<file path="src/rtl/mem_arb_pkg.sv">
`default_nettype none
// ------------------------------------------------------------------
// mem_arb_pkg : shared types and constants for the I/D memory arbiter
// Rev 1.0
// ------------------------------------------------------------------
package mem_arb_pkg;

  localparam int ADDR_W_DFLT = 28;
  localparam int DATA_W_DFLT = 128;

  typedef enum logic [1:0] {
    ST_IDLE   = 2'd0,
    ST_BUSY_I = 2'd1,
    ST_BUSY_D = 2'd2
  } arb_state_t;

  localparam logic REQ_I = 1'b0;
  localparam logic REQ_D = 1'b1;

endpackage
`default_nettype wire

</file>
<file path="src/rtl/mem_arbiter_if.sv">
`default_nettype none
// ------------------------------------------------------------------
// mem_arbiter_if : I-cache, D-cache and memory port signal bundle
// Rev 1.0
// ------------------------------------------------------------------
interface mem_arbiter_if import mem_arb_pkg::*; #(
  parameter int ADDR_W = ADDR_W_DFLT,
  parameter int DATA_W = DATA_W_DFLT
) ();

  logic              i_mem_read;
  logic              i_mem_write;
  logic [ADDR_W-1:0] i_mem_addr;
  logic [DATA_W-1:0] i_mem_wdata;
  logic [DATA_W-1:0] i_mem_rdata;
  logic              i_mem_ready;

  logic              d_mem_read;
  logic              d_mem_write;
  logic [ADDR_W-1:0] d_mem_addr;
  logic [DATA_W-1:0] d_mem_wdata;
  logic [DATA_W-1:0] d_mem_rdata;
  logic              d_mem_ready;

  logic              mem_read;
  logic              mem_write;
  logic [ADDR_W-1:0] mem_addr;
  logic [DATA_W-1:0] mem_wdata;
  logic [DATA_W-1:0] mem_rdata;
  logic              mem_ready;

  // Arbiter side
  modport slave (
    input  i_mem_read, i_mem_write, i_mem_addr, i_mem_wdata,
    output i_mem_rdata, i_mem_ready,
    input  d_mem_read, d_mem_write, d_mem_addr, d_mem_wdata,
    output d_mem_rdata, d_mem_ready,
    output mem_read, mem_write, mem_addr, mem_wdata,
    input  mem_rdata, mem_ready
  );

  // Caches plus memory model side
  modport master (
    output i_mem_read, i_mem_write, i_mem_addr, i_mem_wdata,
    input  i_mem_rdata, i_mem_ready,
    output d_mem_read, d_mem_write, d_mem_addr, d_mem_wdata,
    input  d_mem_rdata, d_mem_ready,
    input  mem_read, mem_write, mem_addr, mem_wdata,
    output mem_rdata, mem_ready
  );

endinterface
`default_nettype wire

</file>
<file path="src/rtl/mem_arbiter_rr_pick2.sv">
`default_nettype none
// ------------------------------------------------------------------
// rr_pick2 : two-way round-robin selector with write-back lock override
// Rev 1.0
// ------------------------------------------------------------------
module rr_pick2 import mem_arb_pkg::*; (
  input  logic [1:0] i_req,
  input  logic       i_last,
  input  logic       i_lock_valid,
  input  logic       i_lock_id,
  output logic       o_gnt_id,
  output logic       o_gnt_valid
);

  always_comb begin
    o_gnt_valid = |i_req;
    o_gnt_id    = REQ_I;
    if (i_lock_valid && i_req[i_lock_id]) begin
      o_gnt_id = i_lock_id;
    end else if (i_req == 2'b11) begin
      o_gnt_id = ~i_last;
    end else if (i_req[REQ_D]) begin
      o_gnt_id = REQ_D;
    end
  end

endmodule
`default_nettype wire

</file>
<file path="src/rtl/mem_arbiter.sv">
`default_nettype none
// ------------------------------------------------------------------
// mem_arbiter : shares one 128-bit memory port between I- and D-cache
// Rev 1.0
// ------------------------------------------------------------------
module mem_arbiter import mem_arb_pkg::*; #(
  parameter int ADDR_W  = ADDR_W_DFLT,
  parameter int DATA_W  = DATA_W_DFLT,
  parameter bit LOCK_WB = 1'b1
) (
  input  logic         clk,
  input  logic         proc_reset_n,
  mem_arbiter_if.slave bus
);

  arb_state_t        r_state;
  arb_state_t        w_state_nxt;
  logic              r_last;
  logic              w_last_nxt;
  logic              r_wb_lock;
  logic              w_wb_lock_nxt;

  logic [1:0]        w_req;
  logic              w_gnt_id;
  logic              w_gnt_valid;

  logic              w_own_rd;
  logic              w_own_wr;
  logic [ADDR_W-1:0] w_own_addr;
  logic [DATA_W-1:0] w_own_wdata;

  logic              w_mem_read;
  logic              w_mem_write;
  logic [ADDR_W-1:0] w_mem_addr;
  logic [DATA_W-1:0] w_mem_wdata;
  logic              w_i_ready;
  logic              w_d_ready;
  logic [DATA_W-1:0] w_i_rdata;
  logic [DATA_W-1:0] w_d_rdata;

  assign w_req[REQ_I] = bus.i_mem_read | bus.i_mem_write;
  assign w_req[REQ_D] = bus.d_mem_read | bus.d_mem_write;

  // The lock always belongs to the requester that just finished, i.e. r_last.
  rr_pick2 u_pick (
    .i_req        (w_req),
    .i_last       (r_last),
    .i_lock_valid (r_wb_lock),
    .i_lock_id    (r_last),
    .o_gnt_id     (w_gnt_id),
    .o_gnt_valid  (w_gnt_valid)
  );

  always_ff @(posedge clk) begin
    if (!proc_reset_n) begin
      r_state   <= ST_IDLE;
      r_last    <= REQ_I;
      r_wb_lock <= 1'b0;
    end else begin
      r_state   <= w_state_nxt;
      r_last    <= w_last_nxt;
      r_wb_lock <= w_wb_lock_nxt;
    end
  end

  always_comb begin
    w_state_nxt   = r_state;
    w_last_nxt    = r_last;
    w_wb_lock_nxt = r_wb_lock;
    w_own_rd      = 1'b0;
    w_own_wr      = 1'b0;
    w_own_addr    = '0;
    w_own_wdata   = '0;
    w_mem_read    = 1'b0;
    w_mem_write   = 1'b0;
    w_mem_addr    = '0;
    w_mem_wdata   = '0;
    w_i_ready     = 1'b0;
    w_d_ready     = 1'b0;
    w_i_rdata     = '0;
    w_d_rdata     = '0;

    case (r_state)
      ST_IDLE: begin
        if (w_gnt_valid) begin
          w_state_nxt   = (w_gnt_id == REQ_D) ? ST_BUSY_D : ST_BUSY_I;
          w_wb_lock_nxt = 1'b0;
        end
      end

      ST_BUSY_I, ST_BUSY_D: begin
        if (r_state == ST_BUSY_D) begin
          w_own_rd    = bus.d_mem_read;
          w_own_wr    = bus.d_mem_write;
          w_own_addr  = bus.d_mem_addr;
          w_own_wdata = bus.d_mem_wdata;
          w_d_ready   = bus.mem_ready;
          w_d_rdata   = bus.mem_rdata;
        end else begin
          w_own_rd    = bus.i_mem_read;
          w_own_wr    = bus.i_mem_write;
          w_own_addr  = bus.i_mem_addr;
          w_own_wdata = bus.i_mem_wdata;
          w_i_ready   = bus.mem_ready;
          w_i_rdata   = bus.mem_rdata;
        end

        // Write has priority when the owner raises both strobes.
        w_mem_write = w_own_wr;
        w_mem_read  = w_own_rd & ~w_own_wr;
        w_mem_addr  = w_own_addr;
        w_mem_wdata = w_own_wdata;

        if (bus.mem_ready) begin
          w_state_nxt   = ST_IDLE;
          w_last_nxt    = (r_state == ST_BUSY_D) ? REQ_D : REQ_I;
          w_wb_lock_nxt = LOCK_WB && w_own_wr;
        end else if (!w_own_rd && !w_own_wr) begin
          w_state_nxt = ST_IDLE;
        end
      end

      default: begin
        w_state_nxt = ST_IDLE;
      end
    endcase
  end

  assign bus.mem_read    = w_mem_read;
  assign bus.mem_write   = w_mem_write;
  assign bus.mem_addr    = w_mem_addr;
  assign bus.mem_wdata   = w_mem_wdata;
  assign bus.i_mem_ready = w_i_ready;
  assign bus.i_mem_rdata = w_i_rdata;
  assign bus.d_mem_ready = w_d_ready;
  assign bus.d_mem_rdata = w_d_rdata;

endmodule
`default_nettype wire

</file>
<file path="src/flat_wrapper.sv">
// flat-port wrapper written by rule: the top's interface ports become plain ports
module mem_arbiter_flat import mem_arb_pkg::*;
#(
  parameter int ADDR_W  = ADDR_W_DFLT,
  parameter int DATA_W  = DATA_W_DFLT,
  parameter bit LOCK_WB = 1'b1
)
  (clk, proc_reset_n, bus_i_mem_read, bus_i_mem_write, bus_i_mem_addr, bus_i_mem_wdata, bus_i_mem_rdata, bus_i_mem_ready, bus_d_mem_read, bus_d_mem_write, bus_d_mem_addr, bus_d_mem_wdata, bus_d_mem_rdata, bus_d_mem_ready, bus_mem_read, bus_mem_write, bus_mem_addr, bus_mem_wdata, bus_mem_rdata, bus_mem_ready);
  mem_arbiter_if #(.ADDR_W(ADDR_W), .DATA_W(DATA_W)) bus_i ();
  input  logic clk;
  input  logic proc_reset_n;
  input wire logic [$bits(bus_i.i_mem_read)-1:0] bus_i_mem_read;
  input wire logic [$bits(bus_i.i_mem_write)-1:0] bus_i_mem_write;
  input wire logic [$bits(bus_i.i_mem_addr)-1:0] bus_i_mem_addr;
  input wire logic [$bits(bus_i.i_mem_wdata)-1:0] bus_i_mem_wdata;
  output wire logic [$bits(bus_i.i_mem_rdata)-1:0] bus_i_mem_rdata;
  output wire logic [$bits(bus_i.i_mem_ready)-1:0] bus_i_mem_ready;
  input wire logic [$bits(bus_i.d_mem_read)-1:0] bus_d_mem_read;
  input wire logic [$bits(bus_i.d_mem_write)-1:0] bus_d_mem_write;
  input wire logic [$bits(bus_i.d_mem_addr)-1:0] bus_d_mem_addr;
  input wire logic [$bits(bus_i.d_mem_wdata)-1:0] bus_d_mem_wdata;
  output wire logic [$bits(bus_i.d_mem_rdata)-1:0] bus_d_mem_rdata;
  output wire logic [$bits(bus_i.d_mem_ready)-1:0] bus_d_mem_ready;
  output wire logic [$bits(bus_i.mem_read)-1:0] bus_mem_read;
  output wire logic [$bits(bus_i.mem_write)-1:0] bus_mem_write;
  output wire logic [$bits(bus_i.mem_addr)-1:0] bus_mem_addr;
  output wire logic [$bits(bus_i.mem_wdata)-1:0] bus_mem_wdata;
  input wire logic [$bits(bus_i.mem_rdata)-1:0] bus_mem_rdata;
  input wire logic [$bits(bus_i.mem_ready)-1:0] bus_mem_ready;
  assign bus_i.i_mem_read = bus_i_mem_read;
  assign bus_i.i_mem_write = bus_i_mem_write;
  assign bus_i.i_mem_addr = bus_i_mem_addr;
  assign bus_i.i_mem_wdata = bus_i_mem_wdata;
  assign bus_i_mem_rdata = bus_i.i_mem_rdata;
  assign bus_i_mem_ready = bus_i.i_mem_ready;
  assign bus_i.d_mem_read = bus_d_mem_read;
  assign bus_i.d_mem_write = bus_d_mem_write;
  assign bus_i.d_mem_addr = bus_d_mem_addr;
  assign bus_i.d_mem_wdata = bus_d_mem_wdata;
  assign bus_d_mem_rdata = bus_i.d_mem_rdata;
  assign bus_d_mem_ready = bus_i.d_mem_ready;
  assign bus_mem_read = bus_i.mem_read;
  assign bus_mem_write = bus_i.mem_write;
  assign bus_mem_addr = bus_i.mem_addr;
  assign bus_mem_wdata = bus_i.mem_wdata;
  assign bus_i.mem_rdata = bus_mem_rdata;
  assign bus_i.mem_ready = bus_mem_ready;
  mem_arbiter #(.ADDR_W(ADDR_W), .DATA_W(DATA_W), .LOCK_WB(LOCK_WB)) u_core (.clk(clk), .proc_reset_n(proc_reset_n), .bus(bus_i));
endmodule
</file>
<file path="config.mk">
export PLATFORM = sky130hd
export DESIGN_NAME = mem_arbiter_flat
export DESIGN_NICKNAME = d
export VERILOG_FILES = /design/src/rtl/mem_arb_pkg.sv /design/src/rtl/mem_arbiter_if.sv /design/src/rtl/mem_arbiter_rr_pick2.sv /design/src/rtl/mem_arbiter.sv /design/src/flat_wrapper.sv
export SDC_FILE = /design/constraint.sdc
export NUM_CORES = 1
export LEC_CHECK = 0
export CAP_MARGIN = 20
export CORE_AREA = 10 10 325 327
export DETAILED_ROUTE_END_ITERATION = 6
export DIE_AREA = 0 0 335 337
export MAX_ROUTING_LAYER = met4
export SLEW_MARGIN = 15
export SYNTH_ARGS = -nofsm -noshare
export SYNTH_HDL_FRONTEND = slang
export SYNTH_HIERARCHICAL = 1
export SYNTH_SLANG_ARGS = --single-unit
</file>
<file path="constraint.sdc">
create_clock -name clk -period 3.5 [get_ports clk]
set_clock_uncertainty 0.2 [all_clocks]
set_input_delay 0.7 -clock clk [delete_from_list [all_inputs] [get_ports clk]]
set_output_delay 0.7 -clock clk [all_outputs]
set_load 0.01 [all_outputs]
</file>
==> flow_metrics.env <==
export IMPL_p_int_mw=2.630
export IMPL_synth_top_family_by_area="simple AND/OR/NAND/NOR gates"
export IMPL_ys_ff_latch=4
export IMPL_synth_seq_area_share=0.01831
export IMPL_cts_buffer_depth=2
export IMPL_finalWirelength_um=85150
export IMPL_cts_buffers=3
export IMPL_core_area_um2=99280
export IMPL_yosys_area_top_type_share=0.3677
export IMPL_vias_per_cell=2.942
export IMPL_finalSetupTns_ns=0
export IMPL_clkPwrFrac=0.035
export IMPL_grt_overflow=0
export IMPL_synth_compound_area_share=0.02089
export IMPL_p_switching_mw=2.405
export IMPL_p_seq_frac=0.011
export IMPL_combPwrFrac=0.954
export IMPL_drive_above_1_share=0.05545
export IMPL_grt_pass1_vias=8333
export IMPL_synth_cells=677
export IMPL_cp_arrival_ns=2.48
export IMPL_synth_fa_ha_area_frac=0.005722
export IMPL_regToRegSetupSlack_ns=1.41
export IMPL_synth_nets=1126
export IMPL_setup_ws_ns=0.1199
export IMPL_slew_headroom=0.5861
export IMPL_hold_path_startpoint="u_core/r_wb_lock"
export IMPL_switching_share=0.4776
export IMPL_synth_top_cell_by_area="and2_1"
export IMPL_crit_type="reg -> out"
export IMPL_yosys_warnings=6
export IMPL_status="finished, final reports clean"
export IMPL_setup_worst_path_start="u_core/r_state[1]"
export IMPL_area_growth_pct=242.3
export IMPL_antenna_found_initial=73
export IMPL_nets=1966
export IMPL_pre_cts_ws_ns=0.06046
export IMPL_cts_htree_levels=1
export IMPL_yosys_top_cells_area="and2_1 37%, mux2i_1 36%, nor2_1 14%, clkbuf_1 3.4%, dfxtp_1 1.8%"
export IMPL_muxShareOfSynthArea=0.3617
export IMPL_io_pins=863
export IMPL_clk_insertion_delay_late_ns=0.22
export IMPL_grt_max_degree=111
export IMPL_synthTopCellsByCount="257 x and2_1, 160 x nor2_1, 158 x mux2i_1"
export IMPL_cts_tree="built"
export IMPL_firstDrtPassIters=5
export IMPL_synth_area_um2=4373
export IMPL_port_buffers=862
export IMPL_grt_setup_unrepaired="no"
export IMPL_synth_flop_cell="dfxtp_1"
export IMPL_final_setup_viol_count=0
export IMPL_die_y_um=337
export IMPL_grt_use_total=0.1424
export IMPL_fin_crit_sh=0.9658
export IMPL_row_count=116
export IMPL_cp_end_kind="primary output"
export IMPL_cts_root_buf="clkbuf_16"
export IMPL_hold_viol_final=0
export IMPL_clk_pin_slew_ns=0.03
export IMPL_powerDensity_nw_per_um2=336.4
export IMPL_postRouteAntennaNets=0
export IMPL_wire_per_inst_um=29.77
export IMPL_gp_congestion=0.9116
export IMPL_final_max_slew_viol_count=0
export IMPL_cts_sinks=4
export IMPL_start_util=0.04405
export IMPL_synth_avg_cell_area_um2=6.459
export IMPL_drv_cap=0
export IMPL_synth_xor_area_frac=0
export IMPL_worst_ir_drop_vdd_v=0.0001188
export IMPL_synthSimpleGateAreaFrac=0.5213
export IMPL_via_count=8413
export IMPL_yosysUniqueCellTypes=28
export IMPL_dieArea_um2=112900
export IMPL_dp_hpwl_um=80300
export IMPL_post_route_drc_count=0
export IMPL_r2r_start="u_core/r_state[0]"
export IMPL_synth_edf_count=0
export IMPL_min_path_type="reg -> reg"
export IMPL_async_reset_ff_frac=0
export IMPL_tightestPinTransition_ns=0.6036
export IMPL_leakage_nw=5.238
export IMPL_cp_max_fo=55
export IMPL_cp_required_ns=2.60
export IMPL_cp_start_kind="flip-flop"
export IMPL_min_period_ns=3.380
export IMPL_fmax_mhz=295.8
export IMPL_grt_pass1_wl_um=100900
export IMPL_die_w_um=335
export IMPL_synth_most_common_cell="and2_1"
export IMPL_drt_iter0_markers=436
==> worst max-delay path, stage by stage (launching register included) <==
cell and delay, ns:
dfxtp_1 0.36, inv_1 0.08, ha_1 0.39, inv_6 0.10, nor2_4 0.17, buf_12 0.14
buf_12 0.25, and2_1 0.17, clkdlybuf4s50_1 0.55
==> power groups by stage <==
stage          sequential [mW]  combinational, mW  clock [mW]
6_report                0.0553               4.80       0.176
5_1_grt                 0.0559               5.13       0.183
4_1_cts                 0.0554               4.86       0.180
3_5_place_dp            0.0557               4.85           0
3_3_place_gp            0.0560               4.84           0
2_1_floorplan           0.0541               1.69           0
==> state kept, by name, indices dropped and copies added, names as in the netlist <==
signal / flops
u_core/r_last: 1
u_core/r_state: 2
u_core/r_wb_lock: 1
==> layer usage <==
layer / GRT usage / part of all wire / vias to the layer above
met2: 0.2310 / 0.47 / 575
li1: - / - / 3924
met1: 0.1575 / 0.38 / 3871
met5: - / 0 / -
met3: 0.08140 / 0.14 / 43
met4: 0.009081 / 0.0058 / 0
==> kinds of logic after synthesis <==
logic type      after synthesis
mux                         158
buf+inv                      72
fa+ha+maj                     2
compound gates               11
flops                         4
simple gates                430
==> per-stage QoR <==
step	power, mW	cells	hold WS (ns)	util	cell area, µm²
2_1_floorplan	1.741	677	0.2615	-	4373
3_3_place_gp	4.898	2807	0.2825	0.1482	14720
3_5_place_dp	4.906	2807	0.2903	0.1482	14720
4_1_cts	5.097	2810	0.2974	0.1490	14790
5_1_grt	5.370	2855	0.3158	0.1506	14960
6_report	5.036	2860	0.2933	0.1508	14970
==> cell usage in the layout, fill, tap and decap left out, types with 2 or more instances in the layout <==
master / netlist / routed
a21oi_1: 2 / 2
and2_1: 257 / 257
buf_12: 0 / 16
buf_4: 7 / 55
buf_6: 0 / 2
clkbuf_16: 0 / 4
clkdlybuf4s50_1: 0 / 825
dfxtp_1: 4 / 4
diode_2: 0 / 47
inv_1: 7 / 7
mux2i_1: 158 / 158
nand2_1: 4 / 4
nor2_1: 160 / 159
nor2b_1: 2 / 2
or2_2: 3 / 3
==> layout make-up <==
cell class	instances	area [µm²]
diodes	47	117.6
well taps	1298	1624
fillers	11436	84310
repair buffers	899	9039
multi-input cells	601	3998
clock buffers	3	75.07
inverters	8	35.03
flip-flops and latches	4	80.08
==> worst paths after layout <==
| path | to | depth (start not counted) |
|---|---|---|
| max reg2reg | u_core/r_state[0] | 6 |
| min | u_core/r_wb_lock | 2 |
| max | bus_i_mem_rdata[51] | 8 |
| min reg2reg | u_core/r_wb_lock | 2 |
==> repair_timing <==
item                                    CTS  global route
hold buffers                              0             0
resized for setup                         0             6
endpoints found under the setup margin    0             4
setup buffers                             0             1
Note: power is estimated with default switching activity, not from simulation.
